==> src/rtl/mmio_console_if.sv <==
// Store-bus snoop and console byte-stream bundle for mmio_console.
// master = core/consumer side, slave = the console sink.
interface mmio_console_if;
  logic        MemWrite;
  logic [31:0] DataAdr;
  logic [31:0] WriteData;
  logic        tx_valid;
  logic [7:0]  tx_data;
  logic        tx_ready;

  modport master (output MemWrite, DataAdr, WriteData, tx_ready,
                  input  tx_valid, tx_data);
  modport slave  (input  MemWrite, DataAdr, WriteData, tx_ready,
                  output tx_valid, tx_data);
endinterface

==> src/rtl/mmio_console.sv <==
// Memory-mapped console FIFO + sticky tohost result, snooping the dmem store bus.
// Optional macro MMIO_CYCLE_COUNT_EN: snapshot a cycle counter into 'cycles' when done sets.
module mmio_console #(
  parameter logic [31:0] CONSOLE_ADDR = 32'h0000_0400,
  parameter logic [31:0] TOHOST_ADDR  = 32'h0000_0404,
  parameter logic [31:0] PASS_VALUE   = 32'd1,
  parameter int          DEPTH        = 8
) (
  input  logic           clk,
  input  logic           reset,
  mmio_console_if.slave  bus,
  output logic           fifo_full,
  output logic [7:0]     drop_count,
  output logic           done,
  output logic           pass,
  output logic [31:0]    cycles
);
  localparam int AW = $clog2(DEPTH);
  localparam logic [AW:0] CNT_FULL = (AW+1)'(DEPTH);

  logic [7:0]    mem [DEPTH];
  logic [AW-1:0] wr_ptr, rd_ptr;
  logic [AW:0]   count;
  logic          cons_st, host_st, push, pop;

  assign cons_st = bus.MemWrite && (bus.DataAdr == CONSOLE_ADDR);
  assign host_st = bus.MemWrite && (bus.DataAdr == TOHOST_ADDR);
  assign pop     = (count != '0) && bus.tx_ready;
  // A full FIFO still takes a byte when the head leaves on the same edge.
  assign push    = cons_st && ((count != CNT_FULL) || pop);

  assign bus.tx_valid = (count != '0);
  assign bus.tx_data  = mem[rd_ptr];
  assign fifo_full    = (count == CNT_FULL);

  // Storage is deliberately not reset; count gates visibility.
  always_ff @(posedge clk)
    if (push) mem[wr_ptr] <= bus.WriteData[7:0];

  always_ff @(posedge clk) begin
    if (reset) begin
      wr_ptr     <= '0;
      rd_ptr     <= '0;
      count      <= '0;
      drop_count <= '0;
    end else begin
      if (push) wr_ptr <= wr_ptr + 1'b1;
      if (pop)  rd_ptr <= rd_ptr + 1'b1;
      case ({push, pop})
        2'b10:   count <= count + 1'b1;
        2'b01:   count <= count - 1'b1;
        default: count <= count;
      endcase
      if (cons_st && !push && drop_count != 8'hFF)
        drop_count <= drop_count + 1'b1;
    end
  end

  // First tohost store wins; later ones are ignored until reset.
  always_ff @(posedge clk) begin
    if (reset) begin
      done <= 1'b0;
      pass <= 1'b0;
    end else if (host_st && !done) begin
      done <= 1'b1;
      pass <= (bus.WriteData == PASS_VALUE);
    end
  end

`ifdef MMIO_CYCLE_COUNT_EN
  logic [31:0] cyc_cnt;

  always_ff @(posedge clk) begin
    if (reset) begin
      cyc_cnt <= '0;
      cycles  <= '0;
    end else begin
      if (cyc_cnt != 32'hFFFF_FFFF) cyc_cnt <= cyc_cnt + 32'd1;
      if (host_st && !done) cycles <= cyc_cnt;
    end
  end
`else
  assign cycles = 32'd0;
`endif

endmodule

==> src/flat_wrapper.sv <==
// flat-port wrapper written by rule: the top's interface ports become plain ports
module mmio_console_flat 
#(
  parameter logic [31:0] CONSOLE_ADDR = 32'h0000_0400,
  parameter logic [31:0] TOHOST_ADDR  = 32'h0000_0404,
  parameter logic [31:0] PASS_VALUE   = 32'd1,
  parameter int          DEPTH        = 8
)
  (clk, reset, fifo_full, drop_count, done, pass, cycles, bus_MemWrite, bus_DataAdr, bus_WriteData, bus_tx_ready, bus_tx_valid, bus_tx_data);
  mmio_console_if bus_i ();
  input  logic clk;
  input  logic reset;
  output logic fifo_full;
  output logic [7:0] drop_count;
  output logic done;
  output logic pass;
  output logic [31:0] cycles;
  input wire logic [$bits(bus_i.MemWrite)-1:0] bus_MemWrite;
  input wire logic [$bits(bus_i.DataAdr)-1:0] bus_DataAdr;
  input wire logic [$bits(bus_i.WriteData)-1:0] bus_WriteData;
  input wire logic [$bits(bus_i.tx_ready)-1:0] bus_tx_ready;
  output wire logic [$bits(bus_i.tx_valid)-1:0] bus_tx_valid;
  output wire logic [$bits(bus_i.tx_data)-1:0] bus_tx_data;
  assign bus_i.MemWrite = bus_MemWrite;
  assign bus_i.DataAdr = bus_DataAdr;
  assign bus_i.WriteData = bus_WriteData;
  assign bus_i.tx_ready = bus_tx_ready;
  assign bus_tx_valid = bus_i.tx_valid;
  assign bus_tx_data = bus_i.tx_data;
  mmio_console #(.CONSOLE_ADDR(CONSOLE_ADDR), .TOHOST_ADDR(TOHOST_ADDR), .PASS_VALUE(PASS_VALUE), .DEPTH(DEPTH)) u_core (.clk(clk), .reset(reset), .bus(bus_i), .fifo_full(fifo_full), .drop_count(drop_count), .done(done), .pass(pass), .cycles(cycles));
endmodule
==> config.mk <==
export PLATFORM = sky130hd
export DESIGN_NAME = mmio_console_flat
export DESIGN_NICKNAME = d
export VERILOG_FILES = /design/src/rtl/mmio_console_if.sv /design/src/rtl/mmio_console.sv /design/src/flat_wrapper.sv
export SDC_FILE = /design/constraint.sdc
export NUM_CORES = 1
export LEC_CHECK = 0
export BUFFER_PORTS_ARGS = -buffer_cell sky130_fd_sc_hd__buf_4
export CORE_ASPECT_RATIO = 0.8
export CORE_MARGIN = 4
export CORE_UTILIZATION = 50
export CTS_BUF_LIST = sky130_fd_sc_hd__clkbuf_2
export CTS_CLUSTER_SIZE = 14
export DETAILED_ROUTE_END_ITERATION = 8
export PLACE_DENSITY = 0.78
export SLEW_MARGIN = 10
export SYNTH_ARGS = -nofsm -noshare
export SYNTH_HDL_FRONTEND = slang
export SYNTH_SLANG_ARGS = --single-unit
==> constraint.sdc <==
create_clock -name clk -period 2.95 [get_ports clk]
set_input_delay 0.1475 -clock clk [delete_from_list [all_inputs] [get_ports clk]]
set_output_delay 0.1475 -clock clk [all_outputs]
set_load 0.03 [all_outputs]
# Word level (Yosys, flattened, before mapping)

Memory sizes are Yosys's and may differ from the RTL's. A register that Yosys moved wholly into a read port is not among the register bits.
Index checks and enable logic that the tools add are counted.
W data, S select, Z words.

Register bits after elaboration: 20
Bits in writable memories: 64
Input port bits: 68
Output and inout bits: 52
Word-level logic and storage cells: 37
Memories kept: 1

Memory list:

| name       | depth | bits a word | read ports | clocked after memory_dff | write ports | RTL line           | RTL |
|---|---|---|---|---|---|---|---|
| u_core.mem | 8     | 8           | 1          | 1                        | 1           | mmio_console.sv:21 | `logic [7:0] mem [DEPTH];` |

Add/subtract/negate cells: 5
Equality and inequality tests: 8
Mux-type cells: 5
Reduce and logical (&&, ||, !) cells: 12

Operator list:

| kind                   | number |
|---|---|
| $eq A32 B11 Y1 const B | 2 |
| $eq A32 B1 Y1 const B  | 1 |
| $add A8 B1 Y8 const B  | 1 |
| $ne A8 B8 Y1 const B   | 1 |
| $pmux W4 S2            | 1 |
| $logic_and A1 B1 Y1    | 7 |
| $add A3 B1 Y3 const B  | 2 |
| $mux W3                | 2 |
| $add A4 B1 Y4 const B  | 1 |
| $eq A4 B4 Y1 const B   | 1 |
| $ne A4 B4 Y1 const B   | 1 |
| $reduce_bool A4 Y1     | 1 |
| $sub A4 B1 Y4 const B  | 1 |
| $eq A2 B1 Y1 const B   | 1 |
| $eq A2 B2 Y1 const B   | 1 |
| $logic_not A1 Y1       | 2 |
| $mux W1                | 2 |
| $reduce_bool A2 Y1     | 1 |
| $logic_or A1 B1 Y1     | 1 |

# Longest topological paths before layout

Depth after elaboration: 7
Gate-level depth with buffers: 9
Depth with buffers taken out: 9

# Worst setup path before layout

Ideal clock, no wire load.

Kind: input-to-reg
Start: in bus_DataAdr[24]
End: mem u_core.mem[2][0], enable pin
Library setup time: 383 ps
Arrival time: 2149 ps
Required time: 2567 ps
Setup slack: 417 ps
Stages on the path: 5
Cells stage by stage: nor4b_1 -> nand4_1 -> nor4_2 -> nand2_1 -> nor3_1

Word-level cells in the longest chain between the ends: 5

RTL lines:

| item                          | RTL line           | RTL |
|---|---|---|
| start, declared               | flat_wrapper.sv:19 | `input wire logic [$bits(bus_i.DataAdr)-1:0] bus_DataAdr;` |
| $eq A32 B11 Y1                | mmio_console.sv:26 | `assign cons_st = bus.MemWrite && (bus.DataAdr == CONSOLE_ADDR);` |
| $logic_and A1 B1 Y1           | mmio_console.sv:26 |  |
| $logic_and A1 B1 Y1           | mmio_console.sv:30 | `assign push = cons_st && ((count != CNT_FULL) \|\| pop);` |
| $mux W1                       | mmio_console.sv:38 | `if (push) mem[wr_ptr] <= bus.WriteData[7:0];` |
| $mux W1 (not written as such) | mmio_console.sv:38 |  |
| end, declared                 | mmio_console.sv:21 |  |

Every way passes these cells.

# Final worst setup path

Start: reg u_core.count[3]
End: reg u_core.count[3]

Word-level cells in the longest chain between the ends: 6

RTL lines:

| item                                              | RTL line           | RTL |
|---|---|---|
| start, declared                                   | mmio_console.sv:23 | `logic [AW:0] count;` |
| start signal, assigned                            | mmio_console.sv:50 | `2'b10: count <= count + 1'b1;` |
| start signal, assigned                            | mmio_console.sv:51 | `2'b01: count <= count - 1'b1;` |
| start signal, assigned                            | mmio_console.sv:52 | `default: count <= count;` |
| $reduce_bool A4 Y1                                | mmio_console.sv:28 | `assign pop = (count != '0) && bus.tx_ready;` |
| $logic_and A1 B1 Y1                               | mmio_console.sv:28 |  |
| $logic_or A1 B1 Y1                                | mmio_console.sv:30 |  |
| $logic_and A1 B1 Y1                               | mmio_console.sv:30 |  |
| $eq A2 B1 Y1 or $eq A2 B2 Y1 (tied branches)      | mmio_console.sv:49 | `case ({push, pop})` |
| $pmux W4 S2 or $reduce_bool A2 Y1 (tied branches) | --                 |  |

Several ways; a longest one is shown, not always the timed one.
A chain may end at the register's enable or synchronous reset.

==> results.yml <==
outcome:
  status: "complete, no violations"
clock_tree:
  numCtsBuffers: 9
  clk_pin_slew_ns: 0.25
  cts_tree: "yes"
  cts-resized-gates: 0
  clk_latency_ns: 0.58
  htree_levels: 3
  clockBufferDepth: 2
  clkSinkCount: 87
  clock-root-buffer: "clkbuf_2"
setup_path:
  crit_required_ns: 3.41
  crit_start: "u_core.count[3]"
  path_class: "flip-flop to flip-flop"
  crit_fanout: 5
  cp_slowest_cell: "dfxtp_1"
  r2r_setup_slack_ns: 0.44
  cp_num_buf_inv: 1
  cp-endpoint: "u_core.count[3]"
  cp-end-kind: "flip-flop"
  worst-path-stages: 8
  cp_cell_sequence: "o41ai_2, a31o_2, inv_1, ha_1, a21o_2, a21oi_1, mux2_2, mux2_1"
  start_kind: "flip-flop"
  regToRegEndpoint: "u_core.count[3]"
  crit_family: "compound AO/OA/AOI/OAI gates"
  arrival_ns: 2.96
  critPathMaxStageDelay_ns: 0.42
  r2r_start: "u_core.count[3]"
  reg2reg_depth: 8
route:
  drc: 0
  viasPerCell: 5.27
  drt_pass1_iterations: 4
  avgRoutedWirePerCell_um: 17.7
  vias: 2635
  routed_wl_mm: 8.86
  route.antenna.remaining_nets: 0
  dr.first_iter.drc_count: 209
power_and_ir_drop:
  power-per-cell-area_nw_per_um2: 479
  vdd_ir_drop_max_v: 0.000254
  total_power_uw: 2360
  p_leak_uw: 0.00188
placed_design:
  placed_area_um2: 4690
  dp_hpwl_mm: 6.39
  place_congestion: 0.864
  io_buffer_count: 87
global_routing:
  first_global_vias: 2697
  antenna_found_initial: 0
  grt_pass1_wl_mm: 13.6
  grt_max_degree: 31
  grt-ovfl-total: 0
  grt_util_all_layers: 0.194
final_layout:
  fin_area_um2: 4920
  nNetsFinal: 464
  nFillCells: 587
  drive_gt1_frac: 0.382
  num_antenna_cells: 0
  syn2layout_area_growth_pct: 23.7
timing:
  min_period_ns: 2.51
  rsz0062_at_grt: "false"
  hold_viol: 0
  finalSetupViolCount: 0
  drv_slew: 0
  worstMarginPinSlew_ns: 0.736
  fmax_ghz: 0.399
  max_slew_margin: 0.509
  clock_skew_ns: 0.0481
  final.setup.tns_ns: 0
  period_share: 0.850
floorplan:
  die_h_um: 87.8
  ios: 120
  core.rowCount: 28
  core-area_um2: 7570
  start_util: 0.526
  dieArea_um2: 9460
  die_w_um: 108
yosys:
  synthFlopType: "edfxtp_1"
  synth_xor_area_frac: 0.0110
  yosysTopAreaCell: "edfxtp_1"
  synthTopCellsByCount: "edfxtp_1 (64), buf_4 (32), nor2_1 (27)"
  ys_ff_latch: 87
  synth_top_family_by_area: "multiplexers"
  synth_simple_gate_area_frac: 0.126
  synth_edf_count: 64
  synth-seq-area-share: 0.599
  synth.distinct_cells: 45
  yosys_warnings: 0
  synth_compound_gate_area_share: 0.0327
  synth.area.top_cells: "edfxtp_1 (48%), dfxtp_1 (12%), mux4_2 (9.1%), buf_4 (6.0%), mux2_2 (2.5%)"
  yosys.area_share.adder: 0.0207
  synthCells: 278
  yosysMostFrequentCell: "edfxtp_1"
  avgSynthCellArea_um2: 14.3
  netlist_area_um2: 3980
  synth_top_area_frac: 0.483
  synthMuxAreaShare: 0.138
  synth-async-reset-ratio: 0
worst_hold_path:
  holdCritPathClass: "input port to flip-flop"
  hp-start: "bus_WriteData[23]"
job:
  maxCapViolCount: 0
[layer usage]
layer | GRT usage | vias to the layer above | wire length [um]
met1 | 0.244 | 1286 | 3510
met3 | 0.0531 | 8 | 561
met2 | 0.335 | 108 | 4690
met5 | 0 | - | 0
li1 | - | 1233 | -
met4 | 0.0516 | 0 | 100
[layout by cell type, fill, tap and decap left out, drive strengths merged, types with 2 or more instances in the layout]
cell type,n
dlygate4sd3,12
a31o,3
clkinvlp,3
nand3,2
a21oi,6
and2,2
nor4b,3
conb,32
mux4,16
xor2,3
nand2b,5
dfxtp,23
inv,9
clkbuf,9
nand2,3
or4,2
and3,3
nor2,27
ha,5
xnor2,2
mux2,14
nor4,17
nand4,6
buf,98
edfxtp,64
o31ai,2
nor2b,5
nand4b,3
nor3,2
and4,2
mux2i,3
[cell type report]
type / count / area, um^2 / area share
inverter: 5 / 18.8 / 0.00381
tap: 105 / 131 / 0.0267
clock buffer: 9 / 45.0 / 0.00915
sequential: 87 / 2380 / 0.484
timing repair buffer: 110 / 856 / 0.174
multi-input combinational: 177 / 1430 / 0.289
clock inverter: 7 / 65.1 / 0.0132
[timing repair]
action	in CTS	in global routing
hold buffers	12	0
endpoints found under the hold margin	85	0
buffers inserted	0	0
[logic make-up after synthesis]
logic type,Yosys count
other,1
AOI/OAI and AO/OA,17
muxes,33
and+or+nand+nor,84
buffers and inverters,45
adders and majority gates,6
DFF,87
xor gates and xnor gates,5
[tightest hold or removal path, cell delays in order]
cell and delay (ns):
buf_4 0.08, nor4_1 0.04, nand4_1 0.08, nor2_1 0.07, mux2i_1 0.15, nor2_1 0.05
[where the power goes]
| group | leakage (uW) | internal [uW] | total [uW] | switching [uW] |
|---|---|---|---|---|
| clock network | 0.0000605 | 131 | 578 | 447 |
| logic | 0.00106 | 204 | 439 | 235 |
| registers | 0.000760 | 1320 | 1340 | 16.0 |
[registers in the layout (all words and copies together), names as in the netlist, named ones only]
register and count:
u_core.done 1, u_core.count 4, u_core.wr_ptr 3, u_core.pass 1
u_core.drop_count 8, u_core.rd_ptr 3, u_core.mem 64
[metrics by stage]
stage               utilization  hold WS, ns  setup WS, ns  std cells
finish                    0.651       0.0604         0.442        500
global route              0.651       0.0106         0.307        500
global placement          0.620        0.395         0.397        472
detailed placement        0.620        0.392         0.376        472
floorplan                     -        0.246         0.417        309
CTS                       0.651       0.0129         0.429        500
[worst min path at each step]
stage / end / slack [ns] / depth (start not counted)
2_1_floorplan: u_core.mem[0][0] / 0.25 / 0
3_3_place_gp: u_core.mem[4][1] / 0.39 / 1
3_5_place_dp: u_core.mem[0][6] / 0.39 / 1
4_1_cts: u_core.pass / 0.01 / 6
5_1_grt: u_core.pass / 0.01 / 6
6_report: u_core.pass / 0.06 / 6
(Power assumes the default switching activity.)
